--- config.mk ---
export PLATFORM = sky130hd
export DESIGN_NAME = ram_access_ctrl_flat
export DESIGN_NICKNAME = d
export VERILOG_FILES = /design/src/rtl/ram_access_ctrl_pkg.sv /design/src/rtl/ram_access_ctrl_if.sv /design/src/rtl/ram_access_ctrl_rr_arbiter2.sv /design/src/rtl/ram_access_ctrl.sv /design/src/flat_wrapper.sv
export SDC_FILE = /design/constraint.sdc
export NUM_CORES = 1
export LEC_CHECK = 0
export BUFFER_PORTS_ARGS = -buffer_cell sky130_fd_sc_hd__buf_2
export CAP_MARGIN = 20
export CORE_MARGIN = 2
export CORE_UTILIZATION = 31
export CTS_CLUSTER_DIAMETER = 80
export DETAILED_ROUTE_END_ITERATION = 8
export GPL_ROUTABILITY_DRIVEN = 0
export PLACE_DENSITY = 0.58
export SYNTH_ARGS = -nofsm -noshare
export SYNTH_HDL_FRONTEND = slang
export SYNTH_SLANG_ARGS = --single-unit
--- constraint.sdc ---
create_clock -name clk -period 1.9 [get_ports clk]
set_input_delay 0.095 -clock clk [delete_from_list [all_inputs] [get_ports clk]]
set_output_delay 0.095 -clock clk [all_outputs]
set_load 0.03 [all_outputs]
--- src/rtl/ram_access_ctrl_pkg.sv ---
// Shared types and constants for the breadboard-CPU RAM access controller.
// Optional address-skip tracking is enabled with the RAM_ADDR_SKIP_EN macro.
package bbcpu_ram_pkg;

    localparam int DEF_WIDTH         = 8;
    localparam int DEF_ADDRESS_WIDTH = 4;

    localparam int PORT_CPU = 0;
    localparam int PORT_LDR = 1;

    typedef enum logic [1:0] {
        IDLE = 2'd0,
        ADDR = 2'd1,
        DATA = 2'd2,
        RESP = 2'd3
    } state_t;

endpackage

--- src/rtl/ram_access_ctrl_if.sv ---
// Requester handshake and RAM strobe/bus signals of the RAM access controller.
interface ram_access_ctrl_if #(
    parameter int WIDTH         = 8,
    parameter int ADDRESS_WIDTH = 4
);
    logic                     req0;
    logic                     req1;
    logic                     we0;
    logic                     we1;
    logic [ADDRESS_WIDTH-1:0] addr0;
    logic [ADDRESS_WIDTH-1:0] addr1;
    logic [WIDTH-1:0]         wdata0;
    logic [WIDTH-1:0]         wdata1;
    logic                     ack0;
    logic                     ack1;
    logic [WIDTH-1:0]         rdata;
    logic                     busy;
    logic                     ram_enable;
    logic                     ram_addr_enable;
    logic                     ram_write_enable;
    logic [WIDTH-1:0]         ram_bus_in;
    logic [WIDTH-1:0]         ram_bus_out;

    modport slave (
        input  req0, req1, we0, we1, addr0, addr1, wdata0, wdata1, ram_bus_out,
        output ack0, ack1, rdata, busy,
        output ram_enable, ram_addr_enable, ram_write_enable, ram_bus_in
    );

    modport master (
        output req0, req1, we0, we1, addr0, addr1, wdata0, wdata1, ram_bus_out,
        input  ack0, ack1, rdata, busy,
        input  ram_enable, ram_addr_enable, ram_write_enable, ram_bus_in
    );
endinterface

--- src/rtl/ram_access_ctrl_rr_arbiter2.sv ---
// Two-requester round-robin arbiter; on a tie the port not granted last wins.
module rr_arbiter2 (
    input  logic       clk,
    input  logic       rst_n,
    input  logic [1:0] req,
    input  logic       update,
    output logic       valid,
    output logic       grant_idx
);
    logic last_grant;

    always_comb begin
        valid = |req;
        if (req == 2'b11) grant_idx = ~last_grant;
        else              grant_idx = req[1] & ~req[0];
    end

    // Reset value 1 lets port 0 win the first tie.
    always_ff @(posedge clk or negedge rst_n) begin
        if (!rst_n)                last_grant <= 1'b1;
        else if (update && valid)  last_grant <= grant_idx;
    end
endmodule

--- src/rtl/ram_access_ctrl.sv ---
// Shares the single-port RAM between two requesters and sequences address-load
// then data cycles; RAM_ADDR_SKIP_EN skips the address load on a repeated address.
module ram_access_ctrl
    import bbcpu_ram_pkg::*;
#(
    parameter int WIDTH         = DEF_WIDTH,
    parameter int ADDRESS_WIDTH = DEF_ADDRESS_WIDTH
) (
    input  logic             clk,
    input  logic             rst_n,
    ram_access_ctrl_if.slave bus
);
    localparam int PAD = WIDTH - ADDRESS_WIDTH;

    state_t                   state_q, state_d;
    logic                     arb_valid, arb_idx, grant;
    logic                     we_q, port_q;
    logic [ADDRESS_WIDTH-1:0] addr_q, addr_sel;
    logic [WIDTH-1:0]         wdata_q, rdata_q;
    logic                     skip_hit;

    logic                     ack0, ack1, busy, ram_en, ram_ae, ram_we;
    logic [WIDTH-1:0]         ram_bus_in;

    rr_arbiter2 u_arb (
        .clk       (clk),
        .rst_n     (rst_n),
        .req       ({bus.req1, bus.req0}),
        .update    (state_q == IDLE),
        .valid     (arb_valid),
        .grant_idx (arb_idx)
    );

    assign grant    = (state_q == IDLE) && arb_valid;
    assign addr_sel = arb_idx ? bus.addr1 : bus.addr0;

    always_ff @(posedge clk or negedge rst_n) begin
        if (!rst_n) state_q <= IDLE;
        else        state_q <= state_d;
    end

    // Requester inputs are only looked at on the grant edge.
    always_ff @(posedge clk or negedge rst_n) begin
        if (!rst_n) begin
            we_q    <= 1'b0;
            addr_q  <= '0;
            wdata_q <= '0;
            port_q  <= 1'b0;
        end else if (grant) begin
            we_q    <= arb_idx ? bus.we1 : bus.we0;
            addr_q  <= addr_sel;
            wdata_q <= arb_idx ? bus.wdata1 : bus.wdata0;
            port_q  <= arb_idx;
        end
    end

    always_ff @(posedge clk or negedge rst_n) begin
        if (!rst_n)                          rdata_q <= '0;
        else if (state_q == DATA && !we_q)   rdata_q <= bus.ram_bus_out;
    end

`ifdef RAM_ADDR_SKIP_EN
    logic [ADDRESS_WIDTH-1:0] trk_addr_q;
    logic                     trk_valid_q;

    always_ff @(posedge clk or negedge rst_n) begin
        if (!rst_n) begin
            trk_addr_q  <= '0;
            trk_valid_q <= 1'b0;
        end else if (state_q == ADDR) begin
            trk_addr_q  <= addr_q;
            trk_valid_q <= 1'b1;
        end
    end

    assign skip_hit = trk_valid_q && (addr_sel == trk_addr_q);
`else
    assign skip_hit = 1'b0;
`endif

    always_comb begin
        state_d    = state_q;
        ack0       = 1'b0;
        ack1       = 1'b0;
        busy       = 1'b1;
        ram_en     = 1'b0;
        ram_ae     = 1'b0;
        ram_we     = 1'b0;
        ram_bus_in = '0;
        case (state_q)
            IDLE: begin
                busy = 1'b0;
                if (arb_valid) state_d = skip_hit ? DATA : ADDR;
            end
            ADDR: begin
                ram_ae     = 1'b1;
                ram_bus_in = {{PAD{1'b0}}, addr_q};
                state_d    = DATA;
            end
            DATA: begin
                if (we_q) begin
                    ram_we     = 1'b1;
                    ram_bus_in = wdata_q;
                end else begin
                    ram_en     = 1'b1;
                end
                state_d = RESP;
            end
            RESP: begin
                if (port_q == 1'(PORT_LDR)) ack1 = 1'b1;
                else                        ack0 = 1'b1;
                state_d = IDLE;
            end
            default: state_d = IDLE;
        endcase
    end

    assign bus.ack0             = ack0;
    assign bus.ack1             = ack1;
    assign bus.busy             = busy;
    assign bus.rdata            = rdata_q;
    assign bus.ram_enable       = ram_en;
    assign bus.ram_addr_enable  = ram_ae;
    assign bus.ram_write_enable = ram_we;
    assign bus.ram_bus_in       = ram_bus_in;
endmodule

--- src/flat_wrapper.sv ---
// flat-port wrapper written by rule: the top's interface ports become plain ports
module ram_access_ctrl_flat import bbcpu_ram_pkg::*;
#(
    parameter int WIDTH         = DEF_WIDTH,
    parameter int ADDRESS_WIDTH = DEF_ADDRESS_WIDTH
)
  (clk, rst_n, bus_req0, bus_req1, bus_we0, bus_we1, bus_addr0, bus_addr1, bus_wdata0, bus_wdata1, bus_ram_bus_out, bus_ack0, bus_ack1, bus_rdata, bus_busy, bus_ram_enable, bus_ram_addr_enable, bus_ram_write_enable, bus_ram_bus_in);
  ram_access_ctrl_if #(.WIDTH(WIDTH), .ADDRESS_WIDTH(ADDRESS_WIDTH)) bus_i ();
  input  logic clk;
  input  logic rst_n;
  input wire logic [$bits(bus_i.req0)-1:0] bus_req0;
  input wire logic [$bits(bus_i.req1)-1:0] bus_req1;
  input wire logic [$bits(bus_i.we0)-1:0] bus_we0;
  input wire logic [$bits(bus_i.we1)-1:0] bus_we1;
  input wire logic [$bits(bus_i.addr0)-1:0] bus_addr0;
  input wire logic [$bits(bus_i.addr1)-1:0] bus_addr1;
  input wire logic [$bits(bus_i.wdata0)-1:0] bus_wdata0;
  input wire logic [$bits(bus_i.wdata1)-1:0] bus_wdata1;
  input wire logic [$bits(bus_i.ram_bus_out)-1:0] bus_ram_bus_out;
  output wire logic [$bits(bus_i.ack0)-1:0] bus_ack0;
  output wire logic [$bits(bus_i.ack1)-1:0] bus_ack1;
  output wire logic [$bits(bus_i.rdata)-1:0] bus_rdata;
  output wire logic [$bits(bus_i.busy)-1:0] bus_busy;
  output wire logic [$bits(bus_i.ram_enable)-1:0] bus_ram_enable;
  output wire logic [$bits(bus_i.ram_addr_enable)-1:0] bus_ram_addr_enable;
  output wire logic [$bits(bus_i.ram_write_enable)-1:0] bus_ram_write_enable;
  output wire logic [$bits(bus_i.ram_bus_in)-1:0] bus_ram_bus_in;
  assign bus_i.req0 = bus_req0;
  assign bus_i.req1 = bus_req1;
  assign bus_i.we0 = bus_we0;
  assign bus_i.we1 = bus_we1;
  assign bus_i.addr0 = bus_addr0;
  assign bus_i.addr1 = bus_addr1;
  assign bus_i.wdata0 = bus_wdata0;
  assign bus_i.wdata1 = bus_wdata1;
  assign bus_i.ram_bus_out = bus_ram_bus_out;
  assign bus_ack0 = bus_i.ack0;
  assign bus_ack1 = bus_i.ack1;
  assign bus_rdata = bus_i.rdata;
  assign bus_busy = bus_i.busy;
  assign bus_ram_enable = bus_i.ram_enable;
  assign bus_ram_addr_enable = bus_i.ram_addr_enable;
  assign bus_ram_write_enable = bus_i.ram_write_enable;
  assign bus_ram_bus_in = bus_i.ram_bus_in;
  ram_access_ctrl #(.WIDTH(WIDTH), .ADDRESS_WIDTH(ADDRESS_WIDTH)) u_core (.clk(clk), .rst_n(rst_n), .bus(bus_i));
endmodule
==> impl_metrics.py, run 1 <==
metrics = {
    "status": {
        "outcome": "completed",
    },
    "clock_network": {
        "cts_buffers": 3,
        "cts_root_buffer": "clkbuf_8",
        "clkSinkCount": 25,
        "clockBufferDepth": 2,
        "clk_latency_ps": 270,
        "tritoncts": "yes",
        "clk_pin_slew_ps": 100,
        "htree_levels": 1,
        "post-cts-setup-buffers": 0,
    },
    "sta": {
        "period_share": 0.915,
        "period_needed_ps": 1740,
        "rsz0062_at_grt": "no",
        "setup-violations-final": 0,
        "tightest_slew_ps": 1060,
        "relSlewSlack": 0.290,
        "fin_skew_ps": 10.9,
        "fin_ws_ps": 162,
        "finalSetupTns_ps": 0,
        "hold_violations": 0,
        "drv_slew": 0,
        "fmax_ghz": 0.575,
    },
    "global_routing": {
        "grt_overflow": 0,
        "grt_pass1_vias": 1044,
        "track_usage": 0.146,
        "grt_pass1_wl_mm": 4.95,
        "antenna_found_initial": 0,
        "grt_max_degree": 26,
    },
    "critical_path": {
        "path_cells": "inv_1 -> ha_1 -> and2_2 -> a22oi_1 -> nor2b_1 -> buf_2",
        "path_max_fanout": 9,
        "critical_path_class": "flop to primary output",
        "worstPathArrival_ps": 1640,
        "worst_setup_path_start_kind": "flop",
        "end_kind": "primary output",
        "crit_path_top_delay_cell": "dfrtp_2",
        "cpPeakStageDelay_ps": 440,
        "cp.required_ps": 1800,
    },
    "placed_design": {
        "dp_cells": 236,
        "dp_hpwl_mm": 2.30,
        "io_buffers": 59,
        "pre_cts_ws_ps": 198,
    },
    "synthesis": {
        "syn_nets": 173,
        "synth_area_per_cell_um2": 9.66,
        "netlist_instances": 129,
        "netlist_area_mm2": 0.00125,
        "yosys-top-cells-area": "dfrtp_1 48%, a21oi_1 11%, mux2_2 7.2%",
        "yosysWarnings": 0,
        "synth.largest_area_cell": "dfrtp_1",
        "ys_types": 24,
        "ys_ff_latch": 25,
        "yosysSeqAreaShare": 0.503,
        "synth_top_area_frac": 0.482,
    },
    "floorplanning": {
        "initial_core_util": 0.316,
        "die_h_um": 67.4,
        "die_w_um": 67.4,
        "rows": 23,
        "top_level_ports": 60,
        "die_area_mm2": 0.00454,
        "core_mm2": 0.00394,
    },
    "finish": {
        "antenna_cells": 0,
        "layout_commonest_cell": "buf_2",
        "utilization": 0.424,
        "layout_common_cells": "58 x buf_2, 28 x a21oi_1, 23 x dfrtp_1",
        "drive_above_1_share": 0.424,
        "syn_to_final_growth_pct": 34.2,
        "final_cells": 241,
        "fin_nets": 236,
    },
    "routing": {
        "viasPerCell": 4.56,
        "wl_per_cell_um": 12.9,
        "wl_mm": 3.12,
        "first_pass_iters": 3,
        "ant_nets": 0,
        "drc": 0,
        "drt-initial-drc-count": 24,
        "via_count": 1100,
    },
    "power": {
        "leakage_nw": 0.850,
        "vdd_drop_max_mv": 0.638,
        "p_per_area_mw_per_mm2": 1770,
        "p_total_mw": 2.97,
    },
    "worst_hold_path": {
        "hold_path_class": "input port to flop",
    },
    "job": {
        "drv_cap": 0,
    },
}
[synth_stat cells]
master    number
a21boi_1       1
nand2_1       14
a21oi_1       28
dfstp_2        1
and3_1         4
mux2_2         8
a22oi_1        4
o21ai_1        1
dfrtp_1       24
buf_2          2
inv_1          2
o21a_1         1
clkbuf_1       4
and2_1         2
or3_1          1
a31oi_1        1
o21ai_0        1
inv_2          1
a21bo_2        1
nor3_1         1
mux2_4         1
ha_1           6
nor2b_1        6
nor2_1        14
[metal layers]
layer,vias up,GRT usage,wire length (µm)
li1,562,-,-
met1,493,0.192,1460
met2,43,0.249,1430
met3,2,0.0233,203
met4,0,0.0383,14
met5,-,0,0
[cell type report]
cell class                      instances  area, µm²
Inverter                                3       11.3
Tap cell                               50       62.6
Fill cell                             395       2270
Multi-Input combinational cell         95        584
Clock inverter                          1       7.51
Timing Repair Buffer                   64        338
Clock buffer                            3       41.3
Sequential cell                        25        628
[worst max-delay path: cells and delay by family (launching register included)]
kind,cells,cell delay (ps)
flip-flops,1,440
AND/OR/NAND/NOR,2,370
buffers and inverters,2,320
adder cells (fa/ha/maj),1,150
AO/OA/AOI/OAI,1,90
[registers in the layout (all words and copies together), names as in the netlist]
signal                   flops
u_core.addr_q                4
u_core.bus.rdata             8
u_core.port_q                1
u_core.state_q               2
u_core.u_arb.last_grant      1
u_core.wdata_q               8
u_core.we_q                  1
[per-stage QoR]
step | area, µm² | hold slack, ps
finish | 1670 | 37.5
global route | 1670 | 39.1
CTS | 1670 | 37.6
detailed placement | 1610 | 128
global placement | 1610 | 123
floorplan | 1250 | -201
[final timing paths]
path / startpoint / endpoint / slack (ps) / cells after the start
setup / recovery: u_core.state_q[0] / bus_ram_bus_in[2] / 160 / 6
hold / removal: bus_addr0[3] / u_core.addr_q[3] / 40 / 3
setup reg to reg: u_core.state_q[0] / u_core.state_q[1] / 190 / 5
hold reg to reg: u_core.bus.rdata[0] / u_core.bus.rdata[0] / 510 / 1
max in group asynchronous: rst_n / u_core.state_q[0] / 1120 / 2
min in group asynchronous: rst_n / u_core.bus.rdata[2] / 350 / 2
[repair_timing]
item / CTS / global route
endpoints found under the hold margin: 24 / 0
resized for setup: 0 / 3
hold buffers: 1 / 0
endpoints found under the setup margin: 0 / 6
[report_power, final]
group | total, mW | internal (mW) | switching, mW | leakage (nW)
Combinational | 1.67 | 0.638 | 1.03 | 0.545
Sequential | 0.973 | 0.817 | 0.156 | 0.283
Clock | 0.328 | 0.149 | 0.179 | 0.0217
Total | 2.97 | 1.60 | 1.36 | 0.850
[cell families (layout without fill, tap and decap cells)]
family	after synthesis	in the layout	synth area share
adder cells (fa/ha/maj)	6	6	0.0602
multiplexers	9	9	0.0843
buffers and inverters	9	71	0.0291
AO/OA/AOI/OAI	38	38	0.170
AND/OR/NAND/NOR	42	42	0.154
flip-flops	25	25	0.503
(Power assumes the default switching activity.)
==> run 2: changes to the inputs <==
--- a/config.mk
+++ b/config.mk
@@ -12,7 +12,7 @@
 export CTS_CLUSTER_DIAMETER = 80
 export DETAILED_ROUTE_END_ITERATION = 8
 export GPL_ROUTABILITY_DRIVEN = 0
-export PLACE_DENSITY = 0.58
+export PLACE_DENSITY_LB_ADDON = 0.25
 export SYNTH_ARGS = -nofsm -noshare
 export SYNTH_HDL_FRONTEND = slang
 export SYNTH_SLANG_ARGS = --single-unit
==> run 2 against run 1 <==
  * Largest power group unchanged
  * Routed wire length fell by 1.3%
  * Critical path type unchanged
  * Combinational power about the same
  * Clock-buffer cell count did not move
  * Critical endpoint is now bus_ram_bus_in[5]
  * Critical path depth down 2
  * Maximum frequency is 2.7% lower
  * Utilization decreased by 0.38 points
  * Flip-flop and latch count unchanged
  * Highest routed layer unchanged
==> impl_metrics.py, run 2 (same netlist as run 1, synthesis figures left out) <==
metrics = {
    "status": {
        "outcome": "completed",
    },
    "floorplanning": {
        "die_area_mm2": 0.00454,
        "top_level_ports": 60,
        "die_h_um": 67.4,
        "rows": 23,
        "core_mm2": 0.00394,
        "initial_core_util": 0.316,
        "die_w_um": 67.4,
    },
    "worst_hold_path": {
        "hold_path_end": "u_core.wdata_q[4]",
        "min_from": "bus_wdata0[4]",
        "whs_path_depth": 3,
        "hold_path_class": "input port to flop",
    },
    "finish": {
        "utilization": 0.421,
        "drive_above_1_share": 0.418,
        "layout_common_cells": "59 x buf_2, 28 x a21oi_1, 24 x dfrtp_1",
        "final_cells": 239,
        "fin_nets": 234,
        "n_fill_cell": 400,
        "antenna_cells": 0,
        "fin_area_mm2": 0.00166,
        "syn_to_final_growth_pct": 33.0,
        "multiInputGateArea_um2": 588,
        "layout_commonest_cell": "buf_2",
        "seqCellArea_um2": 627,
    },
    "clock_network": {
        "clk_latency_ps": 270,
        "tritoncts": "yes",
        "clkSinkCount": 25,
        "cts_buffers": 3,
        "htree_levels": 1,
        "post-cts-setup-buffers": 0,
        "cts_root_buffer": "clkbuf_8",
        "clockBufferDepth": 2,
        "clk_pin_slew_ps": 100,
    },
    "power": {
        "p_clk_frac": 0.113,
        "p_total_mw": 2.94,
        "vdd_drop_max_mv": 0.745,
        "leakage_nw": 0.843,
        "pwr-share-comb": 0.557,
        "seqPwrFrac": 0.331,
        "p_per_area_mw_per_mm2": 1770,
        "net-switching-power_mw": 1.36,
        "swShare": 0.464,
        "p_int_mw": 1.58,
    },
    "critical_path": {
        "crit_buf_inv": 2,
        "reg2regPathDepth": 5,
        "critical_path_class": "flop to primary output",
        "r2r_slack_ps": 160,
        "path_max_fanout": 9,
        "critPathTopFamily": "adder cells",
        "path_cells": "inv_1 -> ha_1 -> and3_1 -> buf_2",
        "end_kind": "primary output",
        "cpPeakStageDelay_ps": 460,
        "worstPathArrival_ps": 1690,
        "worst_setup_path_start_kind": "flop",
        "r2r-start": "u_core.state_q[1]",
        "crit_path_top_delay_cell": "ha_1",
        "cp.required_ps": 1800,
        "cp-startpoint": "u_core.state_q[1]",
        "r2r-end": "u_core.state_q[1]",
    },
    "sta": {
        "period_needed_ps": 1790,
        "period_share": 0.940,
        "finalSetupTns_ps": 0,
        "rsz0062_at_grt": "no",
        "fin_skew_ps": 7.46,
        "fmax_ghz": 0.560,
        "relSlewSlack": 0.326,
        "hold_violations": 0,
        "tightest_slew_ps": 1010,
        "drv_slew": 0,
        "setup-violations-final": 0,
    },
    "global_routing": {
        "grt_pass1_vias": 943,
        "grt_pass1_wl_mm": 4.66,
        "antenna_found_initial": 0,
        "grt_overflow": 0,
        "grt_max_degree": 26,
        "track_usage": 0.139,
    },
    "placed_design": {
        "dp_hpwl_mm": 2.21,
        "placed_cell_area_mm2": 0.00159,
        "io_buffers": 59,
        "dp_cells": 234,
    },
    "routing": {
        "viasPerCell": 4.59,
        "via_count": 1098,
        "wl_per_cell_um": 12.9,
        "ant_nets": 0,
        "first_pass_iters": 4,
        "drc": 0,
        "wl_mm": 3.08,
        "drt-initial-drc-count": 35,
    },
    "job": {
        "drv_cap": 0,
    },
}
-- run 2: cell count changes in the layout (fill, tap and decap cells not counted) --
cell      change
o21ai_1       -1
buf_2         +1
o21ai_2       +1
clkbuf_4      -1
dfrtp_1       +1
buf_4         -2
dfrtp_2       -1
-- run 2: final cells by class --
type                            instances  area share
Multi-Input combinational cell         95       0.355
Timing Repair Buffer                   62       0.193
Inverter                                3     0.00679
Tap cell                               50      0.0377
Clock buffer                            3      0.0249
Clock inverter                          1     0.00453
Sequential cell                        25       0.378
-- run 2: routing by layer --
layer | vias to the layer above | share of wire | routed length (µm) | track usage
met4 | 0 | 0.0062 | 19 | 0.0536
met2 | 29 | 0.49 | 1510 | 0.208
li1 | 563 | - | - | -
met3 | 2 | 0.041 | 126 | 0.0200
met1 | 504 | 0.46 | 1420 | 0.201
met5 | - | 0 | 0 | 0
-- run 2: stage by stage --
| step | worst slack, ps | hold slack, ps |
|---|---|---|
| 3_5_place_dp | 187 | 126 |
| 4_1_cts | 102 | 33.6 |
| 2_1_floorplan | 38.1 | -201 |
| 6_report | 114 | 40.0 |
| 3_3_place_gp | 192 | 128 |
| 5_1_grt | 13.3 | 35.3 |
-- run 2: worst min-delay path, delay by kind of cell --
kind                   cells  cell delay (ps)
AOI/OAI and AO/OA          1               50
and+or+nand+nor            1               40
buffers and inverters      1               90
-- run 2: worst max path at each step --
stage | endpoint | slack (ps) | cells after the start
global route | bus_ram_bus_in[5] | 10 | 4
global placement | u_core.state_q[1] | 190 | 5
detailed placement | u_core.wdata_q[0] | 190 | 5
CTS | bus_ram_bus_in[5] | 100 | 4
finish | bus_ram_bus_in[5] | 110 | 4
floorplan | bus_ram_bus_in[0] | 40 | 6
-- run 2: timing repair --
item,4_1_cts,5_1_grt
hold buffers,1,0
endpoints found under the hold margin,24,0
endpoints found under the setup margin,1,1
gates resized for setup,1,1
gates cloned,0,0
pin swaps,0,0
-- run 2: power by group through the flow --
stage	logic, mW	registers (mW)	clock network (mW)
after floorplan	1.03	1.13	0
after global placement	1.65	0.975	0
after detailed placement	1.65	0.983	0
after CTS	1.66	0.972	0.339
after global routing	1.80	1.01	0.366
final	1.64	0.972	0.331
==> run 3: changes to the inputs <==
--- a/config.mk
+++ b/config.mk
@@ -13,6 +13,7 @@
 export DETAILED_ROUTE_END_ITERATION = 8
 export GPL_ROUTABILITY_DRIVEN = 0
 export PLACE_DENSITY_LB_ADDON = 0.25
+export REMOVE_ABC_BUFFERS = 1
 export SYNTH_ARGS = -nofsm -noshare
 export SYNTH_HDL_FRONTEND = slang
 export SYNTH_SLANG_ARGS = --single-unit
==> run 3 against run 2 <==
  * Utilization up 0.19 points
  * Largest power group unchanged
  * Die area did not move
  * Sequential share of layout area fell by 0.17 points
  * Routed wire length fell by 3.3%
  * Clock-buffer cell count increased by 1
  * Maximum frequency up 1.8%
  * Clock skew decreased by 4.9 ps
  * Total power is essentially flat
  * Cell area is 0.45% higher
==> impl_metrics.py, run 3 (same netlist as run 1, synthesis figures left out) <==
metrics = {
    "clock_network": {
        "post-cts-setup-buffers": 0,
        "tritoncts": "yes",
        "clk_pin_slew_ps": 80,
        "clk_latency_ps": 260,
        "clockBufferDepth": 2,
        "htree_levels": 1,
        "cts_buffers": 3,
        "cts_root_buffer": "clkbuf_8",
        "clkSinkCount": 25,
    },
    "critical_path": {
        "critical_path_class": "flop to flop",
        "cp.required_ps": 2050,
        "critPathTopFamily": "flip-flops",
        "crit_buf_inv": 2,
        "worstPathArrival_ps": 1900,
        "cpPeakStageDelay_ps": 440,
        "path_max_fanout": 7,
        "end_kind": "flop",
        "crit_path_top_delay_cell": "dfrtp_1",
        "worst_setup_path_start_kind": "flop",
        "path_cells": "inv_1 -> ha_1 -> inv_2 -> or3_1 -> mux2_4",
    },
    "power": {
        "p_total_mw": 2.94,
        "vdd_drop_max_mv": 0.605,
        "p_per_area_mw_per_mm2": 1760,
        "leakage_nw": 0.853,
    },
    "status": {
        "outcome": "completed",
    },
    "sta": {
        "period_share": 0.923,
        "finalSetupTns_ps": 0,
        "hold_violations": 0,
        "rsz0062_at_grt": "no",
        "tightest_slew_ps": 977,
        "fmax_ghz": 0.570,
        "period_needed_ps": 1750,
        "relSlewSlack": 0.347,
        "fin_skew_ps": 2.52,
        "setup-violations-final": 0,
        "drv_slew": 0,
    },
    "finish": {
        "antenna_cells": 0,
        "layout_commonest_cell": "buf_2",
        "drive_above_1_share": 0.414,
        "layout_common_cells": "59 x buf_2, 28 x a21oi_1, 24 x dfrtp_1",
        "utilization": 0.422,
        "fin_nets": 236,
        "final_cells": 241,
        "syn_to_final_growth_pct": 33.6,
        "fin_area_mm2": 0.00167,
    },
    "floorplanning": {
        "initial_core_util": 0.316,
        "die_area_mm2": 0.00454,
        "die_w_um": 67.4,
        "top_level_ports": 60,
        "die_h_um": 67.4,
        "rows": 23,
        "core_mm2": 0.00394,
    },
    "routing": {
        "viasPerCell": 4.63,
        "drc": 0,
        "wl_mm": 2.98,
        "wl_per_cell_um": 12.3,
        "ant_nets": 0,
        "first_pass_iters": 4,
        "drt-initial-drc-count": 21,
        "via_count": 1115,
    },
    "worst_hold_path": {
        "hold_path_class": "input port to flop",
    },
    "global_routing": {
        "antenna_found_initial": 0,
        "grt_overflow": 0,
        "grt_max_degree": 26,
        "grt_pass1_wl_mm": 4.60,
        "grt_pass1_vias": 1041,
        "track_usage": 0.135,
    },
    "placed_design": {
        "io_buffers": 59,
        "placed_cell_area_mm2": 0.00161,
        "dp_cells": 236,
        "dp_hpwl_mm": 2.22,
    },
    "job": {
        "drv_cap": 0,
    },
}
==> run 3: final timing paths <==
kind / start / to / slack, ps / cells past startpoint
max in group asynchronous: rst_n / u_core.u_arb.last_grant / 1170 / 2
hold reg to reg: u_core.bus.rdata[4] / u_core.bus.rdata[4] / 510 / 1
setup reg to reg: u_core.state_q[1] / u_core.state_q[1] / 150 / 5
min in group asynchronous: rst_n / u_core.bus.rdata[6] / 350 / 2
setup / recovery: u_core.state_q[1] / u_core.state_q[1] / 150 / 5
hold / removal: bus_addr0[3] / u_core.addr_q[3] / 60 / 3
==> run 3: metrics by stage <==
step	hold slack (ps)	worst slack, ps
detailed placement	117	196
global route	51.6	14.0
finish	59.0	145
global placement	123	235
floorplan	-201	-101
CTS	54.4	36.2
==> run 3: worst register-to-register path, delay by kind of cell (launching register included) <==
kind	cells	cell delay, ps
flip-flops	1	440
AND/OR/NAND/NOR	1	390
adder cells (fa/ha/maj)	1	310
multiplexers	1	300
buffers and inverters	2	200
==> run 3: power breakdown <==
part	internal, mW	switching, mW
clock network	0.149	0.155
registers	0.816	0.156
logic	0.630	1.03
==> run 3: metal layers <==
| metal | GRT usage | vias up | share of wire |
|---|---|---|---|
| met5 | 0 | - | 0 |
| met4 | 0.0383 | 0 | 0.0067 |
| met3 | 0.0250 | 2 | 0.038 |
| met2 | 0.217 | 23 | 0.48 |
| met1 | 0.187 | 527 | 0.48 |
| li1 | - | 563 | - |
==> run 3: timing repair <==
item | CTS | global route
endpoints found under the setup margin | 0 | 8
resized for setup | 0 | 1
endpoints found under the hold margin | 24 | 0
hold buffers | 1 | 0
==> run 3: cell type report <==
cell class / instances / area [µm²]
Clock buffer: 4 / 45.0
Fill cell: 410 / 2280
Inverter: 3 / 11.3
Multi-Input combinational cell: 95 / 584
Sequential cell: 25 / 627
Tap cell: 50 / 62.6
Timing Repair Buffer: 64 / 335
